[src/rtl/bcd_pkg.sv]
// Shared definitions for the sequential binary-to-BCD converter:
// FSM state encoding and digit arithmetic constants.
package bcd_pkg;

    typedef enum logic {
        ST_IDLE = 1'b0,
        ST_CONV = 1'b1
    } state_t;

    localparam int         BCD_DIGIT_W = 4;
    localparam logic [3:0] ADD3_THRESH = 4'd5;

endpackage

[src/rtl/bcd_add3.sv]
// Single-digit double-dabble corrector: adds 3 to a digit of 5 or more so the
// following left shift carries correctly into the next decimal digit.
module bcd_add3
    import bcd_pkg::*;
(
    input  logic [BCD_DIGIT_W-1:0] i_digit,
    output logic [BCD_DIGIT_W-1:0] o_digit
);

    // Input is at most 9 in a valid scratch digit, so the result stays <= 12.
    assign o_digit = (i_digit >= ADD3_THRESH) ? (i_digit + 4'd3) : i_digit;

endmodule

[src/rtl/bin_to_bcd_seq.sv]
// Sequential binary-to-BCD converter, one operand bit per clock (shift-add-3).
// Results and overflow are registered and only change on the done pulse.
module bin_to_bcd_seq
    import bcd_pkg::*;
#(
    parameter int WIDTH  = 8,
    parameter int DIGITS = 3
) (
    input  logic                        clk,
    input  logic                        rst_n,
    input  logic                        start,
    input  logic [WIDTH-1:0]            bin,
    output logic                        busy,
    output logic                        done,
    output logic [BCD_DIGIT_W*DIGITS-1:0] bcd,
    output logic                        overflow
);

    localparam int CNT_W = $clog2(WIDTH + 1);
    localparam int SCR_W = BCD_DIGIT_W * DIGITS;

    state_t                 r_state;
    logic [CNT_W-1:0]       r_cnt;
    logic [WIDTH-1:0]       r_shift;
    logic [SCR_W-1:0]       r_scratch;
    logic                   r_ovf_scr;
    logic                   r_busy;
    logic                   r_done;
    logic [SCR_W-1:0]       r_bcd;
    logic                   r_ovf;

    logic [SCR_W-1:0]       w_adj;
    logic [SCR_W-1:0]       w_next_scratch;
    logic [WIDTH-1:0]       w_next_shift;
    logic                   w_out_bit;
    logic                   w_last;

    genvar g;
    generate
        for (g = 0; g < DIGITS; g++) begin : g_digit
            bcd_add3 u_add3 (
                .i_digit (r_scratch[g*BCD_DIGIT_W +: BCD_DIGIT_W]),
                .o_digit (w_adj[g*BCD_DIGIT_W +: BCD_DIGIT_W])
            );
        end
    endgenerate

    // {scratch, shift} shifts left as one register; the corrected top bit
    // falls off the end and records that the value no longer fits.
    assign w_next_scratch = {w_adj[SCR_W-2:0], r_shift[WIDTH-1]};
    assign w_next_shift   = r_shift << 1;
    assign w_out_bit      = w_adj[SCR_W-1];
    assign w_last         = (r_cnt == CNT_W'(1));

    always_ff @(posedge clk or negedge rst_n) begin
        if (!rst_n) begin
            r_state   <= ST_IDLE;
            r_cnt     <= '0;
            r_shift   <= '0;
            r_scratch <= '0;
            r_ovf_scr <= 1'b0;
            r_busy    <= 1'b0;
            r_done    <= 1'b0;
            r_bcd     <= '0;
            r_ovf     <= 1'b0;
        end else begin
            r_done <= 1'b0;
            case (r_state)
                ST_IDLE: begin
                    if (start) begin
                        r_shift   <= bin;
                        r_scratch <= '0;
                        r_ovf_scr <= 1'b0;
                        r_cnt     <= CNT_W'(WIDTH);
                        r_busy    <= 1'b1;
                        r_state   <= ST_CONV;
                    end
                end
                ST_CONV: begin
                    r_shift   <= w_next_shift;
                    r_scratch <= w_next_scratch;
                    r_ovf_scr <= r_ovf_scr | w_out_bit;
                    r_cnt     <= r_cnt - CNT_W'(1);
                    if (w_last) begin
                        r_bcd   <= w_next_scratch;
                        r_ovf   <= r_ovf_scr | w_out_bit;
                        r_done  <= 1'b1;
                        r_busy  <= 1'b0;
                        r_state <= ST_IDLE;
                    end
                end
                default: r_state <= ST_IDLE;
            endcase
        end
    end

    assign busy     = r_busy;
    assign done     = r_done;
    assign bcd      = r_bcd;
    assign overflow = r_ovf;

endmodule

[config.mk]
export PLATFORM = sky130hd
export DESIGN_NAME = bin_to_bcd_seq
export DESIGN_NICKNAME = d
export VERILOG_FILES = /design/src/rtl/bcd_pkg.sv /design/src/rtl/bcd_add3.sv /design/src/rtl/bin_to_bcd_seq.sv
export SDC_FILE = /design/constraint.sdc
export NUM_CORES = 1
export LEC_CHECK = 0
export ABC_AREA = 1
export ABC_CLOCK_PERIOD_IN_PS = 2100
export CAP_MARGIN = 5
export CORE_MARGIN = 1.5
export CORE_UTILIZATION = 58
export DETAILED_ROUTE_END_ITERATION = 8
export GPL_TIMING_DRIVEN = 0
export MAX_ROUTING_LAYER = met4
export PLACE_DENSITY = 0.95
export SYNTH_ARGS = -nofsm -noshare
export SYNTH_HDL_FRONTEND = slang
export SYNTH_SLANG_ARGS = --single-unit
[constraint.sdc]
create_clock -name clk -period 2.1 [get_ports clk]
set_input_delay 0.315 -clock clk [delete_from_list [all_inputs] [get_ports clk]]
set_output_delay 0.315 -clock clk [all_outputs]
set_load 0.005 [all_outputs]
## Word-level counts from Yosys, hierarchy flattened

Index checks and enable logic that the tools add are counted.

| storage, ports and cells | value |
|---|---|
| register bits after elaboration | 41 |
| input port bits | 11 |
| output and inout bits | 15 |
| word-level logic and storage cells | 42 |

| cells by class | value |
|---|---|
| $add $sub $neg | 4 |
| $lt $le $gt $ge | 3 |
| equality and inequality tests | 3 |
| muxes and demuxes | 19 |
| bitwise logic cells | 2 |
| reduce and logical (&&, ||, !) cells | 2 |

Operators with widths:

| operator | number |
|---|---|
| $pmux W12 S2 | 1 |
| $mux W4 | 4 |
| $pmux W8 S2 | 1 |
| $add A4 B2 Y4 const B | 3 |
| $ge A4 B3 Y1 const B | 3 |
| $mux W12 | 1 |
| $mux W8 | 1 |
| $pmux W4 S2 | 1 |
| $mux W1 | 7 |
| $pmux W1 S2 | 3 |
| $eq A4 B1 Y1 const B | 1 |
| $reduce_and A2 Y1 | 2 |
| $sub A4 B1 Y4 const B | 1 |
| $ne A2 B1 Y1 const B | 1 |
| $ne A2 B2 Y1 const B | 1 |
| $not A1 Y1 | 1 |
| $or A1 B1 Y1 | 1 |

## Depth between registers and ports, before layout

Gate-level depths: netlist of the first run.

| depth | value |
|---|---|
| word-level depth | 4 |
| gate-level depth with buffers | 10 |
| gate-level depth less buffers | 10 |

## Cells and area by module

Synthesis of the first run repeated with hierarchy kept, for this count alone.

| unflattened totals | value |
|---|---|
| cell total of the unflattened synthesis | 245 |
| area total of the unflattened synthesis | 2194.6 µm² |

Modules (own cells, without submodules):

| module | instances | cells an instance | area an instance (µm²) | seq. area each (µm²) |
|---|---|---|---|---|
| bin_to_bcd_seq | 1 | 176 | 1789.2 | 1026.0 |
| bcd_add3 | 3 | 23 | 135.1 | 0.0 |

## Worst setup path after synthesis of the first run

OpenSTA, ideal clock, no wires.

| timing | value |
|---|---|
| path kind | reg-to-reg |
| start point | register r_scratch[0] |
| end point | register r_scratch[4] |
| library setup time | 0.127 ns |
| data arrival time | 1.205 ns |
| data required time | 1.973 ns |
| path slack | 0.769 ns |
| stages on the path, launching flop included | 8 |
| path buffers | 0 |
| clock period less this slack | 1.331 ns |
| path through | dfrtp_1 -> inv_1 -> ha_1 -> inv_1 -> o21ai_0 -> o21ai_0 -> nand2_1 -> o21ai_0 |

| on the way | value |
|---|---|
| cells in the longest elaborated chain, start to end | 3 |
| elaborated cells on any way between the ends | 4 |
| classes of those cells | 1 x add/sub; 1 x order compare; 2 x mux |

Ends and longest elaborated chain:

| item | RTL line | RTL |
|---|---|---|
| start: declaration | bin_to_bcd_seq.sv:25 | `logic [SCR_W-1:0] r_scratch;` |
| start signal: assignment | bin_to_bcd_seq.sv:81 | `r_scratch <= w_next_scratch;` |
| $add A4 B2 Y4 / $ge A4 B3 Y1 (equally long branches) | bcd_add3.sv:11 | `assign o_digit = (i_digit >= ADD3_THRESH) ? (i_digit + 4'd3) : i_digit;` |
| $mux W4 (*) | bcd_add3.sv:11 |  |
| $pmux W12 S2 (*) | bin_to_bcd_seq.sv:68 | `case (r_state)` |

Every way passes the cells marked *; elsewhere a longest branch is shown, timed or not.
A chain may end at the register's enable or synchronous reset.

## Final worst setup path of the first run

| timing | value |
|---|---|
| start point | register r_scratch[0] |
| end point | register r_bcd[2], in the netlist bcd[2] |

| on the way | value |
|---|---|
| cells in the longest elaborated chain, start to end | 2 |
| elaborated cells on any way between the ends | 3 |
| classes of those cells | 1 x add/sub; 1 x order compare; 1 x mux |

Ends and longest elaborated chain:

| item | RTL line | RTL |
|---|---|---|
| $add A4 B2 Y4 / $ge A4 B3 Y1 (equally long branches) | bcd_add3.sv:11 |  |
| $mux W4 (*) | bcd_add3.sv:11 |  |
| end signal: assignment | bin_to_bcd_seq.sv:85 | `r_bcd <= w_next_scratch;` |
| end: declaration | bin_to_bcd_seq.sv:29 | `logic [SCR_W-1:0] r_bcd;` |

Marked as above.

==> results of run 1 <==
==> logic make-up after synthesis <==
| group | Yosys count |
|---|---|
| and+or+nand+nor | 121 |
| buffers and inverters | 31 |
| AOI/OAI and AO/OA | 30 |
| adders and majority gates | 8 |
| DFF | 41 |
==> layer usage <==
layer | share of wire | routed length (µm) | track usage
met2 | 0.49 | 1860 | 0.373
met1 | 0.43 | 1620 | 0.338
met5 | 0 | 0 | -
met3 | 0.063 | 240 | 0.0789
met4 | 0.022 | 82 | 0.146
==> critical path: stages (launching register included) <==
cell and delay, ns:
dfrtp_1 0.43, inv_1 0.11, ha_1 0.17, inv_1 0.06
o21ai_0 0.37, nand3_1 0.17, nand3_1 0.12, nand2_1 0.06
==> placed cells by master, fill, tap and decap left out, drive strengths merged <==
cell type	n
nand2	92
dfrtp	41
inv	26
nand3	24
clkdlybuf4s50	24
o21ai	20
ha	8
clkbuf	7
buf	5
nor2	4
a21oi	3
o22ai	3
o211ai	2
nor3	1
a22oi	1
a31oi	1
clkinvlp	1
bufinv	1
==> registers in the layout, indices dropped and copies added (netlist names) <==
name       cells
bcd           12
busy           1
done           1
overflow       1
r_cnt          4
r_ovf_scr      1
r_scratch     12
r_shift        8
r_state        1
==> cell type report <==
type / instances / area [µm²] / area share
clock inverters: 2 / 37.5 / 0.0163
well taps: 44 / 55.1 / 0.0240
repair buffers: 25 / 245 / 0.107
plain buffers: 5 / 26.3 / 0.0114
inverters: 26 / 97.6 / 0.0425
multi-input cells: 159 / 759 / 0.330
flip-flops and latches: 41 / 1030 / 0.446
clock buffers: 6 / 51.3 / 0.0223
==> stage by stage <==
| stage | std cells | utilization | area, µm² | worst slack [ns] |
|---|---|---|---|---|
| final | 308 | 0.747 | 2300 | 0.516 |
| after global placement | 300 | 0.720 | 2210 | -0.263 |
| after detailed placement | 300 | 0.718 | 2210 | 0.426 |
| after CTS | 308 | 0.747 | 2300 | 0.526 |
| after global routing | 308 | 0.747 | 2300 | 0.371 |
| after floorplan | 231 | - | 1910 | 0.769 |
==> worst paths after layout <==
check | startpoint | to | depth (start not counted)
max | r_scratch[0] | bcd[2] | 7
min | rst_n | bcd[1] | 1
max reg2reg | r_scratch[0] | bcd[2] | 7
min reg2reg | bcd[3] | bcd[3] | 2
max in group asynchronous | rst_n | r_cnt[3] | 1
min in group clk | bcd[3] | bcd[3] | 2
==> power groups by stage <==
stage	combinational [mW]	sequential [mW]	clock, mW
2_1_floorplan	1.06	1.38	0
3_3_place_gp	1.52	1.40	0
3_5_place_dp	1.62	1.42	0
4_1_cts	1.63	1.40	0.553
5_1_grt	1.89	1.45	0.591
6_report	1.63	1.41	0.546
==> flow_summary.json, run 1 <==
{
  "grt_max_degree": 42,
  "switchingPower_mw": 1.46,
  "setup_viol": 0,
  "fin_nets": 282,
  "ant_nets": 0,
  "area_growth_syn_to_layout_pct": 20.4,
  "max-slew-margin-rel": 0.412,
  "combPwrFrac": 0.454,
  "synthFlopType": "dfrtp_1",
  "rrSetupSlack_ns": 0.52,
  "io_pins": 26,
  "drt-total-wl_um": 3800,
  "start_kind": "flop",
  "drv_cap": 0,
  "clkSinkCount": 41,
  "antenna_found_initial": 0,
  "p_int_mw": 2.12,
  "gp_congestion": 0.834,
  "start_util": 0.620,
  "fin_crit_ns": 1.58,
  "cts_root_buf": "clkbuf_4",
  "cts_buffers": 5,
  "ys_seq_area_frac": 0.537,
  "syn_avg_cell_area_um2": 8.27,
  "end_kind": "flop",
  "ys_async_sr_fraction": 1.00,
  "clkPwrFrac": 0.152,
  "postSynthNetCount": 250,
  "grt_pass1_wl_um": 6700,
  "wl_per_cell_um": 12.3,
  "fp.coreArea_um2": 3080,
  "portBuffers": 25,
  "post-synth-top-count-cell": "nand2_1",
  "path_max_fanout": 5,
  "ctsResizeCount": 0,
  "synth_top_family_by_area": "simple AND/OR/NAND/NOR gates",
  "drt-initial-drc-count": 108,
  "synth-edff-count": 0,
  "cp.arrival_ns": 1.84,
  "status": "completed",
  "ir_worst_vdd_mv": 0.777,
  "yosys_warnings": 0,
  "fin_skew_ns": 0.0177,
  "yosys.area_share.adder": 0.0524,
  "crit_required_ns": 2.35,
  "die-area_um2": 3650,
  "worst_slew_pin_slew_ns": 0.882,
  "hold_viol": 0,
  "ys_seq_elements": 41,
  "die_w_um": 60.4,
  "synth.area.mux_share": 0,
  "ys_types": 17,
  "synthXorXnorAreaFrac": 0,
  "place_hpwl_um": 2710,
  "clk-insertion-delay-late_ns": 0.36,
  "finalPower_mw": 3.58,
  "synth_top_area_frac": 0.537,
  "syn_area_um2": 1910,
  "row_count": 20,
  "gr-total-overflow": 0,
  "num_vias": 1672,
  "fp.dieH_um": 60.4,
  "cts_hold_buf": 0,
  "critPathKind": "reg2reg",
  "synth_area_leader_cell": "dfrtp_1",
  "drc": 0,
  "dr.pass1.iters": 4,
  "leakage_nw": 1.17,
  "drive_gt1_frac": 0.0606,
  "cts_buffer_depth": 2,
  "synth-compound-area-share": 0.0852,
  "drv_slew": 0,
  "tns_ns": 0,
  "fin_crit_sh": 0.754,
  "grt_pass1_vias": 1528,
  "worstHoldPathType": "in2async",
  "synthCells": 231,
  "grt_util_all_layers": 0.263,
  "whs_ns": 0.0550,
  "post-cts-setup-buffer-count": 0,
  "antennaDiodeCount": 0,
  "viasPerCell": 5.43,
  "fmax_mhz": 631,
  "switching_share": 0.409,
  "synth_area_leaders": "dfrtp_1 54%, nand2_1 18%, nand3_1 6.3%",
  "clk_pin_slew_ns": 0.13,
  "power_density_nw_per_um2": 1560,
  "yosys.area_share.simple": 0.260,
  "fill_cells": 232,
  "ys_top_cells_by_count": "92 x nand2_1, 41 x dfrtp_1, 24 x inv_1, 24 x nand3_1, 20 x o21ai_0",
  "htree_levels": 2,
  "rsz0062_at_grt": "false",
  "tritoncts": "done",
  "seq_power_share": 0.393
}
Power figures use the tool's default switching activity.
==> run 2: changes to the inputs <==
Settings changed: ABC_CLOCK_PERIOD_IN_PS 2100 to 1300, CORE_UTILIZATION 58 to 48, PLACE_DENSITY 0.95 to 0.85.
Clock period 2.1 ns to 1.3 ns, I/O delays scaled along.
==> run 2 against run 1 <==
  * The flow now finishes with violations (setup timing)
  * First-iteration DRC count rose by 19%
  * Sequential share of layout area fell by 6.1 points
  * Fmax rose by 17%
  * Design area rose by 16%
  * Largest cell class unchanged
  * Highest routed layer unchanged
==> flow_summary.json, run 2 (synthesis results as in run 1) <==
{
  "status": "finished, violations left",
  "violations": "setup timing",
  "place_hpwl_um": 2560,
  "clkSinkCount": 41,
  "grt_util_all_layers": 0.237,
  "cp-startpoint": "r_scratch[8]",
  "wl_per_cell_um": 15.3,
  "start_kind": "flop",
  "setup_viol": 9,
  "fin_crit_ns": 1.36,
  "utilization": 0.712,
  "critPathKind": "reg2reg",
  "fp.dieH_um": 66.1,
  "dr.pass1.iters": 4,
  "fin_nets": 302,
  "io_pins": 26,
  "max-slew-margin-rel": 0.400,
  "die_w_um": 66.1,
  "fill_cells": 293,
  "portBuffers": 25,
  "viasPerCell": 5.34,
  "path_max_fanout": 4,
  "clk_pin_slew_ns": 0.08,
  "cts_buffer_depth": 2,
  "drv_cap": 0,
  "tns_ns": -0.296,
  "final_cell_mix": "75 x nand2_1, 40 x dfrtp_1, 17 x buf_4",
  "drt-initial-drc-count": 128,
  "cts_buffers": 5,
  "num_vias": 1766,
  "area_growth_syn_to_layout_pct": 39.5,
  "grt_pass1_wl_um": 7440,
  "ir_worst_vdd_mv": 1.37,
  "fin_crit_sh": 1.05,
  "worst_slew_pin_slew_ns": 0.900,
  "antenna_found_initial": 0,
  "row_count": 22,
  "hold_viol": 0,
  "fmax_mhz": 736,
  "rrSetupSlack_ns": -0.06,
  "leakage_nw": 1.35,
  "gr-total-overflow": 0,
  "end_kind": "flop",
  "power_density_nw_per_um2": 2630,
  "rsz0062_at_grt": "true",
  "multi_input_comb_area_um2": 946,
  "htree_levels": 2,
  "drive_gt1_frac": 0.290,
  "cts_hold_buf": 0,
  "rr_startpoint": "r_scratch[8]",
  "postLayoutSetupSlackWorst_ns": -0.0593,
  "drt-total-wl_um": 5070,
  "cts_root_buf": "clkbuf_8",
  "grt_pass1_vias": 1691,
  "fin_skew_ns": 0.0112,
  "ant_nets": 0,
  "worstHoldPathType": "in2async",
  "fp.coreArea_um2": 3740,
  "drc": 0,
  "cp.arrival_ns": 1.55,
  "die-area_um2": 4370,
  "layout_commonest_cell": "nand2_1",
  "start_util": 0.510,
  "crit_required_ns": 1.49,
  "antennaDiodeCount": 0,
  "clk-insertion-delay-late_ns": 0.31,
  "pre_cts_slack_ns": -0.249,
  "regArea_um2": 1030,
  "grt_max_degree": 42,
  "gp_congestion": 0.882,
  "drv_slew": 0,
  "tritoncts": "done"
}
run 2: final cells by class:
| cell class | count | share of cell area |
|---|---|---|
| plain buffers | 5 | 0.0150 |
| inverters | 26 | 0.0376 |
| well taps | 48 | 0.0225 |
| repair buffers | 45 | 0.152 |
| flip-flops and latches | 41 | 0.386 |
| multi-input cells | 159 | 0.355 |
| clock buffers | 7 | 0.0324 |
run 2: path summary, 6_finish.rpt:
| kind | end | cells after the start |
|---|---|---|
| max | bcd[9] | 9 |
| min | bcd[6] | 1 |
| max reg2reg | bcd[9] | 9 |
| min reg2reg | bcd[11] | 2 |
| max in group asynchronous | r_state | 1 |
| min in group clk | r_shift[6] | 3 |
run 2: per-layer routing:
layer  track usage  part of all wire  wire length [µm]
met5             -                 0                 0
met4         0.128             0.023               116
met3        0.0528             0.039               197
met2         0.391              0.53              2700
met1         0.270              0.41              2060
run 2: critical path, cell delays in order (launching register included):
cell and delay [ns]:
dfrtp_1 0.44, inv_2 0.12, ha_4 0.15, inv_4 0.04, nand2_2 0.06, nand2_2 0.07, inv_2 0.09, nand3_1 0.11
nand3_2 0.10, nand2_1 0.07
run 2: timing repair:
item                                    4_1_cts  5_1_grt
buffers inserted                             12        7
resized for setup                            49       38
endpoints found under the setup margin       43       32
cloned                                        1        0
pin swaps                                    14       20
run 2: stage by stage:
| stage | power (mW) | cell area [µm²] | hold slack (ns) | instances |
|---|---|---|---|---|
| after global routing | 7.52 | 2660 | 0.0869 | 331 |
| after global placement | 4.75 | 2220 | 0.457 | 304 |
| final | 7.01 | 2660 | 0.0136 | 331 |
| after CTS | 6.11 | 2490 | 0.0426 | 324 |
| after detailed placement | 4.86 | 2210 | 0.365 | 304 |
| after floorplan | 3.95 | 1910 | -0.101 | 231 |
run 2: power by group:
| part | internal [mW] | total [mW] | switching (mW) |
|---|---|---|---|
| clock | 0.422 | 0.861 | 0.440 |
| sequential | 1.87 | 2.35 | 0.481 |
| combinational | 1.65 | 3.80 | 2.15 |
==> run 3: changes to the inputs <==
Settings changed: REMOVE_ABC_BUFFERS from default to 1, SLEW_MARGIN from default to 20.
==> run 3 against run 2 <==
  * Critical path type unchanged
  * Fmax is 0.24% lower
  * Non-clock buffer count increased by 7
  * Setup slack lost 0.0033 ns
  * Global-route usage down 0.43 points
  * Clock-buffer cell count did not move
  * Wire length grew 5.9%
  * Register-to-register slack about the same
  * Critical endpoint is now bcd[1]
  * The run still ends with setup timing left
  * Clock skew is 0.0018 ns lower
==> flow_summary.json, run 3 (synthesis results as in run 1) <==
{
  "grt_util_all_layers": 0.233,
  "row_count": 22,
  "status": "finished, violations left",
  "layout_commonest_cell": "nand2_1",
  "p_int_mw": 4.28,
  "postLayoutSetupSlackWorst_ns": -0.0626,
  "cts_buffer_depth": 2,
  "cts_root_buf": "clkbuf_8",
  "tritoncts": "done",
  "final_cell_mix": "77 x nand2_1, 39 x dfrtp_1, 24 x buf_4",
  "antennaDiodeCount": 0,
  "path_max_fanout": 7,
  "worst_slew_pin_slew_ns": 0.310,
  "start_kind": "flop",
  "cpPeakStageDelay_ns": 0.40,
  "fmax_mhz": 734,
  "seq_power_share": 0.319,
  "utilization": 0.744,
  "place_hpwl_um": 2430,
  "power_density_nw_per_um2": 2670,
  "grt_pass1_wl_um": 7270,
  "pre_cts_slack_ns": -1.03,
  "fin_crit_sh": 1.05,
  "ant_nets": 0,
  "area_growth_syn_to_layout_pct": 45.9,
  "critPathTopFamily": "flip-flops",
  "critPathKind": "reg2reg",
  "clkPwrFrac": 0.143,
  "fin_nets": 310,
  "drive_gt1_frac": 0.315,
  "drv_slew": 0,
  "clkSinkCount": 41,
  "dr.pass1.iters": 4,
  "antenna_found_initial": 0,
  "fill_cells": 259,
  "crit_required_ns": 1.54,
  "switching_share": 0.425,
  "fin_skew_ns": 0.00936,
  "drc": 0,
  "setup_viol": 12,
  "path_cells": "inv_2 -> ha_4 -> nand2_4 -> nor3_4 -> buf_6 -> buf_8 -> nand3_1 -> nand2_1",
  "die_w_um": 66.1,
  "clk-insertion-delay-late_ns": 0.30,
  "wl_per_cell_um": 15.8,
  "ir_worst_vdd_mv": 1.67,
  "htree_levels": 2,
  "post_dp_cell_area_um2": 2210,
  "switchingPower_mw": 3.17,
  "cts_buffers": 5,
  "violations": "setup timing",
  "grt_pass1_vias": 1579,
  "gr-total-overflow": 0,
  "io_pins": 26,
  "max-slew-margin-rel": 0.793,
  "whs_ns": 0.307,
  "gp_congestion": 0.885,
  "leakage_nw": 1.39,
  "final_area_um2": 2790,
  "fp.coreArea_um2": 3740,
  "end_kind": "flop",
  "portBuffers": 25,
  "grt_max_degree": 31,
  "worstHoldPathType": "in2async",
  "viasPerCell": 5.46,
  "place_inst": 300,
  "die-area_um2": 4370,
  "crit_slowest_cell": "dfrtp_1",
  "rsz0062_at_grt": "true",
  "fp.dieH_um": 66.1,
  "hold_viol": 0,
  "cp.arrival_ns": 1.60,
  "drv_cap": 0,
  "drt-initial-drc-count": 138,
  "drt-total-wl_um": 5370,
  "start_util": 0.510,
  "cp.buffers_inverters": 3,
  "clk_pin_slew_ns": 0.08,
  "fin_crit_ns": 1.36,
  "combPwrFrac": 0.538,
  "num_vias": 1855,
  "stdcell_count": 340
}
## run 3: final timing paths
check | to | slack [ns] | from | depth (start not counted)
min in group clk | r_shift[5] | 0.45 | bin[5] | 3
worst max register to register | bcd[1] | -0.06 | r_cnt[1] | 8
max in group asynchronous | r_state | 0.52 | rst_n | 3
worst max-delay path | bcd[1] | -0.06 | r_cnt[1] | 8
worst min register to register | bcd[5] | 0.47 | bcd[5] | 2
worst min-delay path | bcd[6] | 0.31 | rst_n | 2
## run 3: area by class of cell
| cell class | count | area [µm²] | share of cell area |
|---|---|---|---|
| timing repair buffer | 57 | 508 | 0.182 |
| inverter | 26 | 108 | 0.0386 |
| clock buffer | 7 | 86.3 | 0.0310 |
| multi-input combinational | 159 | 957 | 0.344 |
| timing repair inverter | 1 | 6.26 | 0.00225 |
| clock inverter | 1 | 30.0 | 0.0108 |
| sequential | 41 | 1030 | 0.370 |
| tap | 48 | 60.1 | 0.0216 |
## run 3: layer usage
metal,wire [µm],vias up,global-route usage,part of all wire
met1,2100,888,0.298,0.39
met4,239,0,0.102,0.044
met3,374,26,0.0511,0.070
met2,2660,84,0.359,0.49
li1,-,857,-,-
met5,0,-,-,0
## run 3: timing repair
action	4_1_cts	5_1_grt
setup buffers	17	12
setup endpoints to repair	56	26
endpoints found under the hold margin	11	0
cloned	0	2
pin swaps	7	19
hold buffers	1	0
resized for setup	30	66
## run 3: per-stage QoR
stage / total power, mW / TNS [ns]
finish: 7.45 / -0.383
global route: 7.98 / -1.57
CTS: 6.20 / -0.705
detailed placement: 4.79 / -30.22
global placement: 4.67 / -69.32
floorplan: 3.90 / -8.06
## run 3: worst register-to-register path: stages, from the launching register on
cell	delay, ns
dfrtp_1	0.40
inv_2	0.08
ha_4	0.15
nand2_4	0.06
nor3_4	0.16
buf_6	0.16
buf_8	0.14
nand3_1	0.10
nand2_1	0.07
## run 3: power by group through the flow
stage	combinational (mW)	clock, mW	sequential (mW)
after floorplan	1.62	0	2.28
after global placement	2.33	0	2.34
after detailed placement	2.43	0	2.36
after CTS	2.83	1.07	2.29
after global routing	4.41	1.13	2.44
final	4.01	1.06	2.38
